## src/rtl/ctrl_pkg.sv

```systemverilog
// Shared encodings for the multi-cycle control unit: opcodes, functs, ALU and PC
// selector codes, FSM states and trap causes.
package ctrl_pkg;

  localparam logic [5:0] OP_RTYPE = 6'h00;
  localparam logic [5:0] OP_J     = 6'h02;
  localparam logic [5:0] OP_JAL   = 6'h03;
  localparam logic [5:0] OP_BEQ   = 6'h04;
  localparam logic [5:0] OP_BNE   = 6'h05;
  localparam logic [5:0] OP_ADDI  = 6'h08;
  localparam logic [5:0] OP_LW    = 6'h23;
  localparam logic [5:0] OP_SW    = 6'h2B;
  localparam logic [5:0] OP_SB    = 6'h28;
  localparam logic [5:0] OP_SH    = 6'h29;

  localparam logic [5:0] FN_SLL  = 6'h00;
  localparam logic [5:0] FN_SRL  = 6'h02;
  localparam logic [5:0] FN_JR   = 6'h08;
  localparam logic [5:0] FN_ADD  = 6'h20;
  localparam logic [5:0] FN_ADDU = 6'h21;
  localparam logic [5:0] FN_SUB  = 6'h22;
  localparam logic [5:0] FN_SUBU = 6'h23;
  localparam logic [5:0] FN_AND  = 6'h24;
  localparam logic [5:0] FN_OR   = 6'h25;
  localparam logic [5:0] FN_XOR  = 6'h26;
  localparam logic [5:0] FN_NOR  = 6'h27;
  localparam logic [5:0] FN_SLT  = 6'h2A;

  localparam logic [3:0] ALU_AND  = 4'b0000;
  localparam logic [3:0] ALU_OR   = 4'b0001;
  localparam logic [3:0] ALU_ADDU = 4'b0010;
  localparam logic [3:0] ALU_XOR  = 4'b0011;
  localparam logic [3:0] ALU_NOR  = 4'b0100;
  localparam logic [3:0] ALU_SUBU = 4'b0110;
  localparam logic [3:0] ALU_SLT  = 4'b0111;
  localparam logic [3:0] ALU_SLL  = 4'b1000;
  localparam logic [3:0] ALU_SRL  = 4'b1001;
  localparam logic [3:0] ALU_ADD  = 4'b1011;
  localparam logic [3:0] ALU_SUB  = 4'b1100;
  localparam logic [3:0] ALU_NONE = 4'b1111;

  localparam logic [2:0] PC_PLUS4  = 3'b000;
  localparam logic [2:0] PC_JUMP   = 3'b001;
  localparam logic [2:0] PC_REG    = 3'b010;
  localparam logic [2:0] PC_BRANCH = 3'b011;

  localparam logic [1:0] CAUSE_NONE    = 2'b00;
  localparam logic [1:0] CAUSE_ILLEGAL = 2'b01;
  localparam logic [1:0] CAUSE_TIMEOUT = 2'b10;

  typedef enum logic [2:0] {
    FETCH,
    DECODE,
    EXEC,
    MEM,
    WB,
    TRAP
  } state_t;

  function automatic logic is_mem_op(input logic [5:0] opcode);
    return (opcode == OP_LW) || (opcode == OP_SW) || (opcode == OP_SB) || (opcode == OP_SH);
  endfunction

endpackage

```

## src/rtl/multicycle_control_unit_if.sv

```systemverilog
// Datapath-facing bundle of the control unit: status inputs in, strobes out.
// The master side is the control unit; the slave side is the datapath/memories.
interface multicycle_control_unit_if;
  logic [31:0] instruction;
  logic        instr_valid;
  logic        mem_ready;
  logic        alu_zero;
  logic [1:0]  addr_lsb;

  logic        ir_load;
  logic        pc_write;
  logic [2:0]  pc_control;
  logic        alu_mux_select;
  logic [3:0]  alu_control;
  logic [3:0]  data_mem_wren;
  logic        mem_read;
  logic        reg_file_wren;
  logic        link_select;
  logic        busy;
  logic        trap;
  logic [1:0]  trap_cause;

  modport master (
    input  instruction, instr_valid, mem_ready, alu_zero, addr_lsb,
    output ir_load, pc_write, pc_control, alu_mux_select, alu_control,
           data_mem_wren, mem_read, reg_file_wren, link_select, busy, trap, trap_cause
  );

  modport slave (
    output instruction, instr_valid, mem_ready, alu_zero, addr_lsb,
    input  ir_load, pc_write, pc_control, alu_mux_select, alu_control,
           data_mem_wren, mem_read, reg_file_wren, link_select, busy, trap, trap_cause
  );
endinterface

```

## src/rtl/alu_decoder.sv

```systemverilog
// Combinational opcode/funct decode: ALU operation, immediate-operand select and
// whether the instruction belongs to the supported set.
module alu_decoder
  import ctrl_pkg::*;
(
  input  logic [5:0] opcode,
  input  logic [5:0] funct,
  output logic [3:0] alu_control,
  output logic       alu_mux_select,
  output logic       legal
);

  always_comb begin
    alu_control    = ALU_NONE;
    alu_mux_select = 1'b0;
    legal          = 1'b0;
    case (opcode)
      OP_RTYPE: begin
        legal = 1'b1;
        case (funct)
          FN_AND:  alu_control = ALU_AND;
          FN_OR:   alu_control = ALU_OR;
          FN_ADDU: alu_control = ALU_ADDU;
          FN_XOR:  alu_control = ALU_XOR;
          FN_NOR:  alu_control = ALU_NOR;
          FN_SUBU: alu_control = ALU_SUBU;
          FN_SLT:  alu_control = ALU_SLT;
          FN_SLL:  alu_control = ALU_SLL;
          FN_SRL:  alu_control = ALU_SRL;
          FN_ADD:  alu_control = ALU_ADD;
          FN_SUB:  alu_control = ALU_SUB;
          FN_JR:   alu_control = ALU_NONE;
          default: legal = 1'b0;
        endcase
      end
      OP_J, OP_JAL: legal = 1'b1;
      OP_BEQ, OP_BNE: begin
        legal       = 1'b1;
        alu_control = ALU_SUB;
      end
      OP_ADDI, OP_LW, OP_SW, OP_SB, OP_SH: begin
        legal          = 1'b1;
        alu_control    = ALU_ADD;
        alu_mux_select = 1'b1;
      end
      default: legal = 1'b0;
    endcase
  end

endmodule

```

## src/rtl/multicycle_control_unit.sv

```systemverilog
// Multi-cycle FETCH/DECODE/EXEC/MEM/WB sequencer with memory-ready handshake,
// sub-word store lane enables and an illegal-instruction/timeout trap.
module multicycle_control_unit
  import ctrl_pkg::*;
#(
  parameter int TIMEOUT_W   = 8,
  parameter int MEM_TIMEOUT = 255
) (
  input logic                        clk,
  input logic                        reset,
  multicycle_control_unit_if.master  bus
);

  localparam logic [TIMEOUT_W-1:0] LAST_WAIT = TIMEOUT_W'(MEM_TIMEOUT - 1);

  state_t               state, next_state;
  logic [31:0]          ir;
  logic [TIMEOUT_W-1:0] mem_count;
  logic [1:0]           cause, next_cause;

  logic [5:0] opcode, funct;
  logic [3:0] dec_alu;
  logic       dec_mux, dec_legal;
  logic       unused_ir_bits;

  assign opcode         = ir[31:26];
  assign funct          = ir[5:0];
  assign unused_ir_bits = ^ir[25:6];

  alu_decoder u_alu_decoder (
    .opcode         (opcode),
    .funct          (funct),
    .alu_control    (dec_alu),
    .alu_mux_select (dec_mux),
    .legal          (dec_legal)
  );

  // The wait counter is held at zero outside MEM so every MEM entry starts fresh.
  always_ff @(posedge clk) begin
    if (reset) begin
      state     <= FETCH;
      ir        <= '0;
      mem_count <= '0;
      cause     <= CAUSE_NONE;
    end else begin
      state <= next_state;
      cause <= next_cause;
      if (bus.ir_load) ir <= bus.instruction;
      if (state != MEM) mem_count <= '0;
      else if (!bus.mem_ready) mem_count <= mem_count + 1'b1;
    end
  end

  always_comb begin
    next_state         = state;
    next_cause         = cause;
    bus.ir_load        = 1'b0;
    bus.pc_write       = 1'b0;
    bus.pc_control     = PC_PLUS4;
    bus.alu_mux_select = 1'b0;
    bus.alu_control    = ALU_NONE;
    bus.data_mem_wren  = 4'b0000;
    bus.mem_read       = 1'b0;
    bus.reg_file_wren  = 1'b0;
    bus.link_select    = 1'b0;
    bus.busy           = (state != FETCH);
    bus.trap           = (state == TRAP);
    bus.trap_cause     = cause;

    if (state inside {DECODE, EXEC, MEM, WB}) begin
      bus.alu_control    = dec_alu;
      bus.alu_mux_select = dec_mux;
    end

    case (state)
      FETCH: begin
        if (bus.instr_valid) begin
          bus.ir_load  = 1'b1;
          bus.pc_write = 1'b1;
          next_state   = DECODE;
        end
      end
      DECODE: begin
        if (dec_legal) begin
          next_state = EXEC;
        end else begin
          next_state = TRAP;
          next_cause = CAUSE_ILLEGAL;
        end
      end
      EXEC: begin
        next_state = WB;
        case (opcode)
          OP_J, OP_JAL: begin
            bus.pc_write   = 1'b1;
            bus.pc_control = PC_JUMP;
            next_state     = (opcode == OP_JAL) ? WB : FETCH;
          end
          OP_BEQ, OP_BNE: begin
            bus.pc_write   = (opcode == OP_BEQ) ? bus.alu_zero : !bus.alu_zero;
            bus.pc_control = bus.pc_write ? PC_BRANCH : PC_PLUS4;
            next_state     = FETCH;
          end
          OP_RTYPE: begin
            if (funct == FN_JR) begin
              bus.pc_write   = 1'b1;
              bus.pc_control = PC_REG;
              next_state     = FETCH;
            end
          end
          default: begin
            if (is_mem_op(opcode)) next_state = MEM;
          end
        endcase
      end
      // Strobes stay asserted for the whole wait; the timeout trips on the
      // MEM_TIMEOUT-th consecutive cycle without mem_ready.
      MEM: begin
        case (opcode)
          OP_LW:   bus.mem_read      = 1'b1;
          OP_SW:   bus.data_mem_wren = 4'b1111;
          OP_SH:   bus.data_mem_wren = 4'b0011 << {bus.addr_lsb[1], 1'b0};
          OP_SB:   bus.data_mem_wren = 4'b0001 << bus.addr_lsb;
          default: bus.data_mem_wren = 4'b0000;
        endcase
        if (bus.mem_ready) begin
          next_state = (opcode == OP_LW) ? WB : FETCH;
        end else if (mem_count == LAST_WAIT) begin
          next_state = TRAP;
          next_cause = CAUSE_TIMEOUT;
        end
      end
      WB: begin
        bus.reg_file_wren = 1'b1;
        bus.link_select   = (opcode == OP_JAL);
        next_state        = FETCH;
      end
      TRAP: begin
        bus.alu_control    = ALU_NONE;
        bus.alu_mux_select = 1'b0;
      end
      default: next_state = FETCH;
    endcase
  end

endmodule

```

## src/flat_wrapper.sv

```systemverilog
// flat-port wrapper written by rule: the top's interface ports become plain ports
module multicycle_control_unit_flat import ctrl_pkg::*;
#(
  parameter int TIMEOUT_W   = 8,
  parameter int MEM_TIMEOUT = 255
)
  (clk, reset, bus_instruction, bus_instr_valid, bus_mem_ready, bus_alu_zero, bus_addr_lsb, bus_ir_load, bus_pc_write, bus_pc_control, bus_alu_mux_select, bus_alu_control, bus_data_mem_wren, bus_mem_read, bus_reg_file_wren, bus_link_select, bus_busy, bus_trap, bus_trap_cause);
  multicycle_control_unit_if bus_i ();
  input logic clk;
  input logic reset;
  input wire logic [$bits(bus_i.instruction)-1:0] bus_instruction;
  input wire logic [$bits(bus_i.instr_valid)-1:0] bus_instr_valid;
  input wire logic [$bits(bus_i.mem_ready)-1:0] bus_mem_ready;
  input wire logic [$bits(bus_i.alu_zero)-1:0] bus_alu_zero;
  input wire logic [$bits(bus_i.addr_lsb)-1:0] bus_addr_lsb;
  output wire logic [$bits(bus_i.ir_load)-1:0] bus_ir_load;
  output wire logic [$bits(bus_i.pc_write)-1:0] bus_pc_write;
  output wire logic [$bits(bus_i.pc_control)-1:0] bus_pc_control;
  output wire logic [$bits(bus_i.alu_mux_select)-1:0] bus_alu_mux_select;
  output wire logic [$bits(bus_i.alu_control)-1:0] bus_alu_control;
  output wire logic [$bits(bus_i.data_mem_wren)-1:0] bus_data_mem_wren;
  output wire logic [$bits(bus_i.mem_read)-1:0] bus_mem_read;
  output wire logic [$bits(bus_i.reg_file_wren)-1:0] bus_reg_file_wren;
  output wire logic [$bits(bus_i.link_select)-1:0] bus_link_select;
  output wire logic [$bits(bus_i.busy)-1:0] bus_busy;
  output wire logic [$bits(bus_i.trap)-1:0] bus_trap;
  output wire logic [$bits(bus_i.trap_cause)-1:0] bus_trap_cause;
  assign bus_i.instruction = bus_instruction;
  assign bus_i.instr_valid = bus_instr_valid;
  assign bus_i.mem_ready = bus_mem_ready;
  assign bus_i.alu_zero = bus_alu_zero;
  assign bus_i.addr_lsb = bus_addr_lsb;
  assign bus_ir_load = bus_i.ir_load;
  assign bus_pc_write = bus_i.pc_write;
  assign bus_pc_control = bus_i.pc_control;
  assign bus_alu_mux_select = bus_i.alu_mux_select;
  assign bus_alu_control = bus_i.alu_control;
  assign bus_data_mem_wren = bus_i.data_mem_wren;
  assign bus_mem_read = bus_i.mem_read;
  assign bus_reg_file_wren = bus_i.reg_file_wren;
  assign bus_link_select = bus_i.link_select;
  assign bus_busy = bus_i.busy;
  assign bus_trap = bus_i.trap;
  assign bus_trap_cause = bus_i.trap_cause;
  multicycle_control_unit #(.TIMEOUT_W(TIMEOUT_W), .MEM_TIMEOUT(MEM_TIMEOUT)) u_core (.clk(clk), .reset(reset), .bus(bus_i));
endmodule
```

## config.mk

```make
export PLATFORM = sky130hd
export DESIGN_NAME = multicycle_control_unit_flat
export DESIGN_NICKNAME = d
export VERILOG_FILES = /design/src/rtl/ctrl_pkg.sv /design/src/rtl/multicycle_control_unit_if.sv /design/src/rtl/alu_decoder.sv /design/src/rtl/multicycle_control_unit.sv /design/src/flat_wrapper.sv
export SDC_FILE = /design/constraint.sdc
export NUM_CORES = 1
export LEC_CHECK = 0
export BUFFER_PORTS_ARGS = -buffer_cell sky130_fd_sc_hd__buf_2
export CORE_MARGIN = 8
export CORE_UTILIZATION = 49
export CTS_CLUSTER_DIAMETER = 30
export DETAILED_ROUTE_END_ITERATION = 10
export GPL_TIMING_DRIVEN = 0
export PLACE_DENSITY = 0.8
export SLEW_MARGIN = 10
export SYNTH_ARGS = -nofsm -noshare
export SYNTH_HDL_FRONTEND = slang
export SYNTH_SLANG_ARGS = --single-unit
```

## constraint.sdc

```tcl
create_clock -name clk -period 2.19 [get_ports clk]
set_input_delay 0.1095 -clock clk [delete_from_list [all_inputs] [get_ports clk]]
set_output_delay 0.1095 -clock clk [all_outputs]
set_load 0.005 [all_outputs]
```

Word level (Yosys, flattened, before mapping)
Index checks and enable logic that the tools add are counted.

Register bits after elaboration: 45. Input port bits: 39. Output and inout bits: 21. Word-level logic and storage cells: 97.

$add $sub $neg: 1. Bitwise operators: 1. Equal/unequal tests: 32. Multiplexer cells: 39. Reduce and logical (&&, ||, !) cells: 18. Shifts and indexed selects: 2.

Operators by type and width (count): $eq A6 B6 Y1 const B (13); $pmux W4 S11 (1); $mux W3 (9); $pmux W4 S3 (2); $eq A6 B2 Y1 const B (3); $pmux W3 S3 (2); $pmux W3 S5 (1); $eq A6 B3 Y1 const B (2); $eq A6 B4 Y1 const B (2); $logic_not A6 Y1 (2); $mux W1 (12); $mux W4 (3); $reduce_or A12 Y1 (1); $mux W2 (5); $reduce_or A9 Y1 (1); $add A8 B1 Y8 const B (1); $eq A8 B8 Y1 const B (1); $ne A2 B2 Y1 const B (4); $eq A3 B2 Y1 const B (2); $eq A3 B3 Y1 const B (2); $reduce_or A2 Y1 (3); $reduce_or A5 Y1 (1); $pmux W1 S2 (2); $pmux W2 S2 (1); other kinds (15) (17).

Longest topological paths before layout
Word-level depth: 7. Mapped depth: 7. Mapped depth without buffers: 7.

Cells and area by module
Synthesis repeated with hierarchy kept, for this count alone.

Cells, all modules: 229. Area, all modules: 1632.8 um^2.

By module, submodules not included: multicycle_control_unit (area each 1348.8 um^2, times used 1, cells an instance 183, seq. area each 500.5 um^2); alu_decoder (area each 284.0 um^2, times used 1, cells an instance 46, seq. area each 0.0 um^2).

Worst setup path after synthesis
Ideal clock, no wire load.

Kind: reg2reg. From: register u_core.state[2]. To: register u_core.state[2]. Cell stages (with the launch flop): 6. Data arrival time: 1.459 ns. Buffers on the path: 0. Data required time: 2.102 ns. Slack: 0.643 ns. Clock period less this slack: 1.547 ns. Library setup time: 0.088 ns. Cells stage by stage: dfxtp_1 nand3b_1 or3b_4 nor3_4 o22ai_1 a311oi_2.

Longest elaborated chain between the ends: 3. Elaborated cells between the ends (all ways): 10. Classes of those cells: 6 x eq/ne; 1 x mux; 1 x bitwise; 2 x reduce/logical.

Ends and longest elaborated chain: from (decl) (line multicycle_control_unit.sv:16) `state_t state, next_state;`; from (signal assigned) (line multicycle_control_unit.sv:46) `state <= next_state;`; $eq A3 B2 Y1 (tied with other cells) (line multicycle_control_unit.sv:75) `case (state)`; $ne A3 B3 Y1 (no source line) (tied with other cells); $reduce_and A3 Y1 (no source line).

Several ways; a longest one is shown, not always the timed one. A chain may end at the register's enable or synchronous reset.

Worst setup path in the final report
From: register u_core.ir[29]. To: output bus_pc_write.

Longest elaborated chain between the ends: 4. Elaborated cells between the ends (all ways): 10. Classes of those cells: 4 x eq/ne; 3 x mux; 3 x reduce/logical.

Ends and longest elaborated chain: from (decl) (line multicycle_control_unit.sv:17) `logic [31:0] ir;`; from (signal assigned) (line multicycle_control_unit.sv:48) `if (bus.ir_load) ir <= bus.instruction;`; $eq A6 B3 Y1 (tied with other cells) (line multicycle_control_unit.sv:93, multicycle_control_unit.sv:100); $mux W1 / $reduce_or A2 Y1 (equally long branches) (line multicycle_control_unit.sv:100, multicycle_control_unit.sv:93); $pmux W1 S3 (*) (line multicycle_control_unit.sv:93) `case (opcode)`; $pmux W1 S2 (*) (line multicycle_control_unit.sv:75); to (decl) (line flat_wrapper.sv:17) `output wire logic [$bits(bus_i.pc_write)-1:0] bus_pc_write;`.

Every way passes the cells marked *; elsewhere a longest branch is shown, timed or not.

==> impl_metrics.tcl <==
set metrics [dict create \
    outcome "complete, no violations" \
    path_cells "buf_2 -> or3_1 -> or3_1 -> o21ai_1 -> buf_2" \
    final_cell_count_no_fill 314 \
    netlist.area_leader.share_pct 31.2 \
    dpl.hpwl_um 3060 \
    path_class "flip-flop to output port" \
    via_per_inst 5.22 \
    yosys_warnings 0 \
    drive_gt1_share_pct 19.6 \
    rsz0062_at_grt "no" \
    synthArstFlopShare_pct 0 \
    clock.fmax_mhz 479 \
    die_w_um 73.2 \
    synth_compound_area_share_pct 21.2 \
    port_buffers 37 \
    max-cap-violations 0 \
    synth_xor_area_share_pct 4.92 \
    cp_slowest_stage_delay_ps 460 \
    synth.most_common_cell "nand2_1" \
    start_util_pct 52.1 \
    die_y_um 73.2 \
    setup_slack_ps 102 \
    maxSlewViolCount 0 \
    grt_pass1_wl_um 6150 \
    synth-seq-cells 25 \
    post_cts_buffers 0 \
    slowest_stage "or3_1" \
    fillCellCount 307 \
    synth_top_family_by_area "simple AND/OR/NAND/NOR gates" \
    pre_cts_slack_ps 409 \
    wl_per_cell_um 12.2 \
    wl_um 3840 \
    final_util_pct 61.0 \
    synth-adder-area-share_pct 1.56 \
    setup_viol 0 \
    hold_start "bus_instruction[29]" \
    globalplace.congestion 0.861 \
    hp-class "input pin to flip-flop" \
    grtUsageTotal_pct 13.8 \
    seqCellArea_sq_um 502 \
    synth-edff-count 0 \
    cts_root_buf "clkbuf_4" \
    avgSynthCellArea_sq_um 7.00 \
    synth.largest_area_cell "dfxtp_1" \
    holdPathEnd "u_core.ir[29]" \
    reg2reg_from "u_core.ir[5]" \
    antennaDiodeCount 0 \
    timing.final.crit_share_pct 95.4 \
    vdd_drop_max_mv 0.462 \
    top_level_ports 60 \
    core_sq_mm 0.00308 \
    nNetsFinal 312 \
    ant_nets 0 \
    area_delta_synth_final_pct 17.2 \
    hold_viol_final 0 \
    power-per-cell-area_mw_per_mm2 775 \
    dpl.cell_count 310 \
    maxSlewHeadroom_pct 65.4 \
    end_kind "output port" \
    synthMuxAreaShare_pct 0.703 \
    holdPathStages 3 \
    die_area_sq_mm 0.00536 \
    arrival_ps 1980 \
    cts_htree_levels 1 \
    clk_latency_ps 310 \
    crit_buf_inv 2 \
    postSynthCellCount 229 \
    hold_slack_ps 25.3 \
    worstMarginPinSlew_ps 514 \
    cts_made_buffers 3 \
    syn-cell-area_sq_mm 0.00160 \
    synth_cell_types 45 \
    ff2ff_setup_slack_ps 390 \
    r2r-end "u_core.state[0]" \
    setup-tns-final_ps 0 \
    num_vias 1639 \
    critPathRequiredTime_ps 2080 \
    ys_seq_area_share_pct 31.2 \
    cts_tree "built" \
    first_iter_violations 101 \
    dr.pass1.iters 4 \
    period_minus_slack_ps 2090 \
    cts_max_path_buffers 2 \
    ys_top_cells_by_area "dfxtp_1, nand2_1, a21oi_1, nor2_1, o21ai_0" \
    rows 20 \
    leakagePower_nw 0.775 \
    startpoint_type "flip-flop" \
    gr-total-overflow 0 \
    syn-num-nets 270 \
    reg2reg_depth 5 \
    synthTopCellsByCount "nand2_1, nor2_1, dfxtp_1" \
    grt_max_degree 15 \
    cp_top_family "simple AND/OR/NAND/NOR gates" \
    crit_fanout 9 \
    skew_ps 9.75 \
    antenna_found_initial 0 \
    grt_pass1_vias 1408 \
    route.detailed.drc 0 \
    multi_input_area_sq_mm 0.00101 \
    clkSlewWorstSetupHoldPaths_ps 130 \
    cts.sink_count 25 \
    synth_ff_type "dfxtp_1" \
    synth_simple_gate_area_share_pct 33.8 \
]
==> worst max-delay path by stage <==
stage / startpoint / endpoint / slack [ps] / depth (start not counted)
global placement: u_core.ir[27] / bus_alu_control[2] / 460 / 7
finish: u_core.ir[29] / bus_pc_write / 100 / 5
floorplan: u_core.state[2] / u_core.state[2] / 640 / 5
global route: u_core.state[1] / bus_data_mem_wren[0] / 0.6 / 6
detailed placement: u_core.ir[5] / u_core.state[0] / 410 / 5
CTS: u_core.ir[29] / bus_pc_write / 90 / 5
==> per-stage QoR <==
stage                     instance area, sq um  power [mW]
after floorplan                           1600        1.06
after global placement                    1840        1.25
after detailed placement                  1840        1.26
after CTS                                 1870        1.45
after global routing                      1880        1.57
final                                     1880        1.45
==> tightest hold or removal path, cell delays in order <==
cell     delay (ps)
buf_2            90
nand2_1          50
a21oi_1          50
==> layer usage <==
metal	global-route usage, %	part of all wire, %
met1	19.0	49
met3	3.43	7.2
met4	2.00	0.34
met5	0	0
met2	21.4	43
==> kinds of logic (layout without fill, tap and decap cells) <==
kind of cell             count (synthesis)  count (layout)
AND/OR/NAND/NOR                        110             110
adder cells (fa/ha/maj)                  2               2
other                                    1               1
XOR/XNOR                                 9               9
AO/OA/AOI/OAI                           56              56
flip-flops                              25              25
buffers and inverters                   25              66
multiplexers                             1               1
==> what timing repair did <==
action,CTS,global route
hold buffers,0,0
resized for setup,0,4
setup endpoints to repair,0,5
==> power by group <==
part,switching (mW),internal (mW),leakage (nW)
clock,0.129,0.0681,0.0177
sequential,0.0564,0.513,0.204
combinational,0.409,0.280,0.553
total,0.594,0.861,0.775
==> cell usage in the layout, fill, tap and decap left out, types with 6 or more instances in the layout <==
cell type  count
a21oi_1       22
o21ai_0       13
xor2_1         6
nor2b_1        6
inv_1         10
or3_1          8
nand3_1        8
nand2_1       34
dfxtp_1       24
nor2_1        27
clkbuf_1      10
nand2b_1       6
buf_2         40
==> registers in the layout (all words and copies together) (netlist names) <==
signal / cells
u_core.state: 3
u_core.ir: 12
u_core.mem_count: 8
u_core.bus.trap_cause: 2
==> area by class of cell <==
class | count | area share (%)
clock inverter | 1 | 0.266
timing repair buffer | 37 | 9.86
tap | 44 | 2.93
sequential | 25 | 26.7
clock buffer | 3 | 1.20
multi-input combinational | 179 | 53.6
inverter | 10 | 2.00
buffer | 15 | 3.46
(Power assumes the default switching activity.)
